## config.mk

```make
export PLATFORM = sky130hd
export DESIGN_NAME = mux_sel_pipe
export DESIGN_NICKNAME = d
export VERILOG_FILES = /design/src/rtl/alu_mux_pkg.sv /design/src/rtl/mux_sel_pipe_rr_arbiter.sv /design/src/rtl/mux_sel_pipe.sv
export SDC_FILE = /design/constraint.sdc
export NUM_CORES = 1
export LEC_CHECK = 0
export CAP_MARGIN = 25
export CORE_MARGIN = 2
export CORE_UTILIZATION = 60
export CTS_CLUSTER_DIAMETER = 100
export CTS_CLUSTER_SIZE = 14
export DETAILED_ROUTE_END_ITERATION = 12
export DONT_BUFFER_PORTS = 1
export HOLD_SLACK_MARGIN = 0.15
export PLACE_DENSITY = 0.78
export SYNTH_ARGS = -nofsm -noshare
export SYNTH_HDL_FRONTEND = slang
export SYNTH_SLANG_ARGS = --single-unit
```

## constraint.sdc

```tcl
create_clock -name clk -period 4.14 [get_ports clk]
set_clock_uncertainty 0.2 [all_clocks]
set_input_delay 0.828 -clock clk [delete_from_list [all_inputs] [get_ports clk]]
set_output_delay 0.828 -clock clk [all_outputs]
set_load 0.02 [all_outputs]
```

## src/rtl/alu_mux_pkg.sv

```systemverilog
// Shared definitions for the ALU operand mux: select-mode encodings and
// the index-width helper used to size sel/out_chan.
package alu_mux_pkg;

  localparam logic MODE_EXPLICIT = 1'b0;
  localparam logic MODE_RR       = 1'b1;

  // Index width for n channels, never less than one bit.
  function automatic int clog2_min1(input int n);
    int r;
    if (n <= 2) begin
      r = 1;
    end else begin
      r = $clog2(n);
    end
    return r;
  endfunction

endpackage

```

## src/rtl/mux_sel_pipe_rr_arbiter.sv

```systemverilog
// Rotate-priority arbiter: the first requester after ptr (wrapping modulo N)
// wins. Purely combinational.
module rr_arbiter
  import alu_mux_pkg::*;
#(
  parameter int N  = 4,
  parameter int PW = clog2_min1(N)
) (
  input  logic [N-1:0]  req,
  input  logic [PW-1:0] ptr,
  output logic          gnt_valid,
  output logic [PW-1:0] gnt_idx
);

  logic [PW-1:0] cand_s;

  // Walk ptr+1 .. ptr+N and keep the first requesting channel found.
  always_comb begin
    gnt_valid = 1'b0;
    gnt_idx   = '0;
    cand_s    = '0;
    for (int k = 1; k <= N; k++) begin
      cand_s = PW'((int'(ptr) + k) % N);
      if (!gnt_valid && req[cand_s]) begin
        gnt_valid = 1'b1;
        gnt_idx   = cand_s;
      end else begin
        gnt_valid = gnt_valid;
        gnt_idx   = gnt_idx;
      end
    end
  end

endmodule

```

## src/rtl/mux_sel_pipe.sv

```systemverilog
// Parametrised CHANNELS:1 operand mux with valid/ready on every port,
// explicit or round-robin selection and a single registered output stage.
module mux_sel_pipe
  import alu_mux_pkg::*;
#(
  parameter int WIDTH    = 8,
  parameter int CHANNELS = 4,
  parameter int SEL_W    = clog2_min1(CHANNELS)
) (
  input  logic                      clk,
  input  logic                      rst_n,
  input  logic [CHANNELS*WIDTH-1:0] in_data,
  input  logic [CHANNELS-1:0]       in_valid,
  output logic [CHANNELS-1:0]       in_ready,
  input  logic                      mode,
  input  logic [SEL_W-1:0]          sel,
  output logic [WIDTH-1:0]          out_data,
  output logic [SEL_W-1:0]          out_chan,
  output logic                      out_valid,
  input  logic                      out_ready,
  output logic                      sel_err
);

  logic             load_en_s;
  logic             sel_in_range_s;
  logic             rr_valid_s;
  logic [SEL_W-1:0] rr_idx_s;
  logic             gnt_valid_s;
  logic [SEL_W-1:0] gnt_idx_s;
  logic [SEL_W-1:0] rr_ptr_r;

  assign load_en_s = !out_valid || out_ready;

  rr_arbiter #(
    .N  (CHANNELS),
    .PW (SEL_W)
  ) u_rr_arbiter (
    .req       (in_valid),
    .ptr       (rr_ptr_r),
    .gnt_valid (rr_valid_s),
    .gnt_idx   (rr_idx_s)
  );

  // Pick the grant source for this cycle from the current mode and sel.
  always_comb begin
    sel_in_range_s = (int'(sel) < CHANNELS);
    gnt_valid_s    = 1'b0;
    gnt_idx_s      = '0;
    if (mode == MODE_RR) begin
      gnt_valid_s = rr_valid_s;
      gnt_idx_s   = rr_idx_s;
    end else begin
      if (sel_in_range_s && in_valid[sel]) begin
        gnt_valid_s = 1'b1;
        gnt_idx_s   = sel;
      end else begin
        gnt_valid_s = 1'b0;
        gnt_idx_s   = '0;
      end
    end
  end

  // Accept from the granted channel only; nothing is accepted while in reset.
  always_comb begin
    in_ready = '0;
    if (rst_n && load_en_s && gnt_valid_s) begin
      in_ready[gnt_idx_s] = 1'b1;
    end else begin
      in_ready = '0;
    end
  end

  // Output stage, round-robin pointer and sticky select-error flag.
  always_ff @(posedge clk) begin
    if (!rst_n) begin
      out_valid <= 1'b0;
      out_data  <= '0;
      out_chan  <= '0;
      sel_err   <= 1'b0;
      rr_ptr_r  <= SEL_W'(CHANNELS - 1);
    end else begin
      if (load_en_s) begin
        if (gnt_valid_s) begin
          out_data  <= in_data[gnt_idx_s*WIDTH +: WIDTH];
          out_chan  <= gnt_idx_s;
          out_valid <= 1'b1;
          if (mode == MODE_RR) begin
            rr_ptr_r <= gnt_idx_s;
          end else begin
            rr_ptr_r <= rr_ptr_r;
          end
        end else begin
          out_valid <= 1'b0;
        end
      end else begin
        out_valid <= out_valid;
      end
      if ((mode == MODE_EXPLICIT) && load_en_s && !sel_in_range_s) begin
        sel_err <= 1'b1;
      end else begin
        sel_err <= sel_err;
      end
    end
  end

endmodule

```

* Word-level counts from Yosys, hierarchy flattened *
Cells that the tools add are included.

word-level totals
  bits in registers = 13
  bits in latches = 0
  memory bits (writable) = 0
  memory bits (read-only) = 0
  input bits = 42
  logic and storage cells = 55
  memories kept = 0

operators by class
  add/sub/neg operators = 4
  multipliers = 0
  div/mod/pow operators = 0
  magnitude comparators = 7
  equal/unequal tests = 0
  shift operators = 1
  mux-type cells = 26
  bitwise logic cells = 0
  reductions and logical operators = 13

operator list
  kind                                                               count
  indexed part select 32 x 6 -> 8 bit                                1
  less-than comparator 2 x 3 -> 1 bit, second input constant         6
  2-to-1 mux 1 bit                                                   13
  2-to-1 mux 2 bit                                                   6
  binary-select mux 1 bit (select 2 bit)                             5
  logical AND 1 bit                                                  6
  adder 2 x 1 -> 2 bit, second input constant                        2
  adder 2 bit, second input constant                                 2
  logical NOT 1 bit                                                  4
  2-to-1 mux 4 bit                                                   1
  AND reduction 3 bit                                                1
  demux 1 bit (select 2 bit)                                         1
  greater-or-equal comparator 2 x 1 -> 1 bit, second input constant  1
  AND reduction 2 bit                                                1
  logical OR 1 bit                                                   1

* Longest topological paths before layout *
  depth after elaboration = 19
  depth in mapped cells = 8
  depth with buffers taken out = 6

* Modules after synthesis *
A second synthesis with hierarchy kept.

second synthesis, totals
  cell total of the unflattened synthesis = 108
  area total of the unflattened synthesis = 915.9 um^2

modules (own cells, without submodules)
  module        times used  cells an instance  area each (um^2)  sequential area each (um^2)
  mux_sel_pipe  1           94                 824.5             260.2
  rr_arbiter    1           14                 91.3              0.0

* Worst setup path before layout *
No wires, ideal clock.

  kind = input-to-output
  from = input in_valid[3]
  to = output in_ready[2]
  data arrival time = 2.346 ns
  data required time = 3.112 ns
  slack = 0.766 ns
  stages on the path = 6
  path buffers = 2
  cell sequence = buf_4 -> a221oi_1 -> o211a_4 -> nor2_1 -> clkbuf_1 -> nor3b_1

between the ends
  longest elaborated chain between the ends = 18
  elaborated cells between the ends (all ways) = 35
  those cells by class = order compare (2); mux (25); reduce/logical (8)

ends and longest elaborated chain
  element                                                                                                                  line                           text
  start: declaration                                                                                                       mux_sel_pipe.sv:13             input logic [CHANNELS-1:0] in_valid,
  binary-select mux 1 bit (select 2 bit)                                                                                   mux_sel_pipe_rr_arbiter.sv:24  if (!gnt_valid && req[cand_s]) begin
  2-to-1 mux 1 bit (not written as such)                                                                                   mux_sel_pipe_rr_arbiter.sv:24
  2-to-1 mux 1 bit                                                                                                         mux_sel_pipe_rr_arbiter.sv:24
  logical NOT 1 bit                                                                                                        mux_sel_pipe_rr_arbiter.sv:24
  logical AND 1 bit                                                                                                        mux_sel_pipe_rr_arbiter.sv:24
  2-to-1 mux 1 bit                                                                                                         mux_sel_pipe_rr_arbiter.sv:24
  logical NOT 1 bit                                                                                                        mux_sel_pipe_rr_arbiter.sv:24
  logical AND 1 bit                                                                                                        mux_sel_pipe_rr_arbiter.sv:24
  [2 not listed]                                                                                                           n/a
  logical AND 1 bit                                                                                                        mux_sel_pipe_rr_arbiter.sv:24
  2-to-1 mux 2 bit                                                                                                         mux_sel_pipe_rr_arbiter.sv:24
  2-to-1 mux 2 bit                                                                                                         mux_sel_pipe.sv:49             if (mode == MODE_RR) begin
  less-than comparator 2 x 3 -> 1 bit (not written as such) or greater-or-equal comparator 2 x 1 -> 1 bit (tied branches)  mux_sel_pipe.sv:67             in_ready[gnt_idx_s] = 1'b1;
  logical AND 1 bit (not written as such)                                                                                  mux_sel_pipe.sv:67
  2-to-1 mux 1 bit (not written as such)                                                                                   mux_sel_pipe.sv:67
  demux 1 bit (select 2 bit)                                                                                               mux_sel_pipe.sv:67
  2-to-1 mux 4 bit (*)                                                                                                     mux_sel_pipe.sv:66             if (rst_n && load_en_s && gnt_valid_s) begin
  end: declaration                                                                                                         mux_sel_pipe.sv:14             output logic [CHANNELS-1:0] in_ready,

Mark *: on every way between the ends. The rest lies on a longest branch, timed or not. The select of a mux whose other input is x is not followed.

* Worst setup path in the final report *
  from = input in_valid[0]
  to = output in_ready[3]

The elaborated chain is that of the path after synthesis.

==> metrics <==
global-route usage over all layers=22.17%; total net switching power=0.0001264 W; Critical Path Start Type=primary input; share of the synthesized area in compound gates (AO/OA/AOI/OAI)=40.02%; power density of the placed cells=331.0 nW/um2; final WL=2416 um; leading cell type in the layout, fill and taps excluded=inv_1; adder-cell share of the synthesized area=0%; Hold Crit Class=register to register; VDD IR max=0.2535 mV; maximum achievable frequency=0.2898 GHz; CORE AREA=1689 um2; clock buffer count from CTS=3; mean area per synthesized cell=8.104 um2; chip height=45.90 um; clock transition at the registers of the reported paths=0.08 ns; area growth from synthesis to final layout=1.306%; number of DRC markers after the initial detailed-route iteration=21; post-route core utilization=63.19%; largest net degree at the start of global routing=23; pins over their slew limit=0; total area of multi-input combinational cells=661.9 um2; DR DRC count=0; slew at the pin closest to its max-slew limit=0.6501 ns; worst-skew pair later-pin latency=0.27 ns; logic gate share of total power=30.6%; primary flip-flop cell chosen by synthesis mapping=dfxtp_1; number of top-level pins=58; Syn Inst Count=130; count of final setup violators=0; worst-case headroom to the max-slew limit=56.37%; arrival time worst endpoint=2.42 ns; sequential cell area fraction in the yosys report=24.70%; initial antenna violation count=0; number of nets in the synthesized netlist=172; status=complete, no violations; multiplexer fraction of the synthesized cell area=5.819%; internal power of the cells=0.0002269 W; area used by sequential logic in the layout=260.3 um2; GRT overflow=0; DR WL/cell=16.66 um; Gates resized, CTS repair=0; total inserted antenna cells=0; clock sink total=13; number of hold-repair buffers added at the cts stage=0; Post-DP HPWL=1868 um; vias after detailed routing=983; warnings from Yosys=0; post-route setup TNS=0 ns; static leakage=0.4641 nW; initial standard-cell utilization of the core=62.37%; RePlAce Congestion=0.7694; first-pass detailed-route iteration total=4; XOR/XNOR Fraction of Synth Area=0%; overall die area=2107 um2; final net count=171; switch share=35.78%; via/cell ratio=6.779; FF+latch count, synth=13; CP Data Required Time=3.11 ns; main combinational cell family by area after synthesis=compound AO/OA/AOI/OAI gates; Fin. Hold Viols=0; CTS H-Tree Depth=1; fraction of layout instances using a drive strength above 1=11.72%; first-pass GRT wire length=3429 um; type of the setup path with the least slack=primary input to primary output; top library cells by usage in the layout, fill and taps aside=18 x inv_1, 13 x dfxtp_1, 10 x o21ai_0; worst r2r path cells=7; CTS max path bufs=2; Unique masters post-synth=35; count of flip-flops with a built-in enable after synthesis=0; post-layout minimum cycle time=3.451 ns; final worst path period share=83.35%; WHS Path Cells=2; Synth async-reset ratio=0%; number of global-route vias before repair=843; number of inserted filler cells in the final layout=161; simple-gate share of the synthesized area=16.63%; TritonCTS clock tree=built; reported max-cap violation count=0; cell area after synthesis=1054 um2; RSZ-0062 raised after global routing=no; portion of total power attributed to sequential cells=47.3%; type of destination of the critical path=primary output; number of placement rows=15; clock network fraction of total power=22.1%; CTS Root Buffer Type=clkbuf_4; buffers inserted during post-CTS setup optimization=0; DIE WIDTH=45.90 um; remaining number of nets flagged by the antenna check after routing=0; number of I/O port buffers=0; maximum fanout along the worst path=18
critical path, cell delays in order:
cell and delay (ns):
nand2b_4 0.12, and3_4 0.16, o211a_4 0.29, or2_1 0.40, nor3b_1 0.62
area by class of cell:
cell class	count	area share, %
clock buffers	4	2.462
multi-input cells	89	62.02
repair buffers	4	2.814
well taps	17	1.993
inverters	18	6.331
flip-flops and latches	13	24.38
state kept, by name (all words and copies together), names as in the netlist:
signal / flops
out_data: 8
out_chan: 2
rr_ptr_r: 2
out_valid: 1
metal layers:
metal | GRT usage, % | routed length [um] | part of all wire (%) | vias up
met5 | 0 | 0 | 0 | -
met4 | 7.429 | 31 | 1.3 | 0
met3 | 5.159 | 267 | 11 | 6
met2 | 37.22 | 1146 | 47 | 52
met1 | 27.54 | 971 | 40 | 448
li1 | - | - | - | 477
cell usage after synthesis, types with 2 or more instances:
master | number | share of area, %
inv_1 | 18 | 6.4
dfxtp_1 | 13 | 25
o21ai_0 | 10 | 4.8
a211oi_1 | 8 | 5.7
o211a_1 | 8 | 7.6
o21a_1 | 8 | 5.7
o32ai_1 | 8 | 6.7
mux2i_1 | 5 | 4.8
nor2_1 | 5 | 1.8
nor3_1 | 5 | 2.4
buf_4 | 4 | 2.9
nand2_1 | 4 | 1.4
nor2b_1 | 4 | 2.4
buf_2 | 3 | 1.4
nand2b_1 | 3 | 1.8
nor3b_1 | 3 | 2.1
clkbuf_1 | 2 | 0.71
o41a_1 | 2 | 2.1
power groups by stage:
stage / clock network, W / registers [W] / logic [W]
finish: 0.0000780 / 0.000167 / 0.000108
global route: 0.0000844 / 0.000170 / 0.000119
CTS: 0.0000795 / 0.000168 / 0.000108
detailed placement: 0 / 0.000170 / 0.000108
global placement: 0 / 0.000170 / 0.000104
floorplan: 0 / 0.000167 / 0.0000986
metrics by stage:
stage | hold slack [ns] | power, W | setup WS [ns] | cell area [um2] | std cells
after floorplan | 0.3295 | 0.0002657 | 0.7660 | 1054 | 130
after global placement | 0.3440 | 0.0002737 | 0.7162 | 1041 | 141
after detailed placement | 0.3491 | 0.0002784 | 0.6835 | 1041 | 141
after CTS | 0.3613 | 0.0003554 | 0.6861 | 1067 | 145
after global routing | 0.3896 | 0.0003726 | 0.5633 | 1067 | 145
final | 0.3566 | 0.0003533 | 0.6892 | 1067 | 145
final timing paths:
path / from / to / slack (ns)
max: in_valid[0] / in_ready[3] / 0.69
min: out_data[2] / out_data[2] / 0.36
max reg2reg: rr_ptr_r[0] / out_data[1] / 1.86
min reg2reg: out_data[2] / out_data[2] / 0.36
cells by family (layout without fill, tap and decap cells):
family                 count (synthesis)  count (layout)
and+or+nand+nor                       29              29
buffers and inverters                 28              26
other                                  1               1
muxes                                  6               6
DFF                                   13              13
AOI/OAI and AO/OA                     53              53
Note: power is estimated with default switching activity, not from simulation.
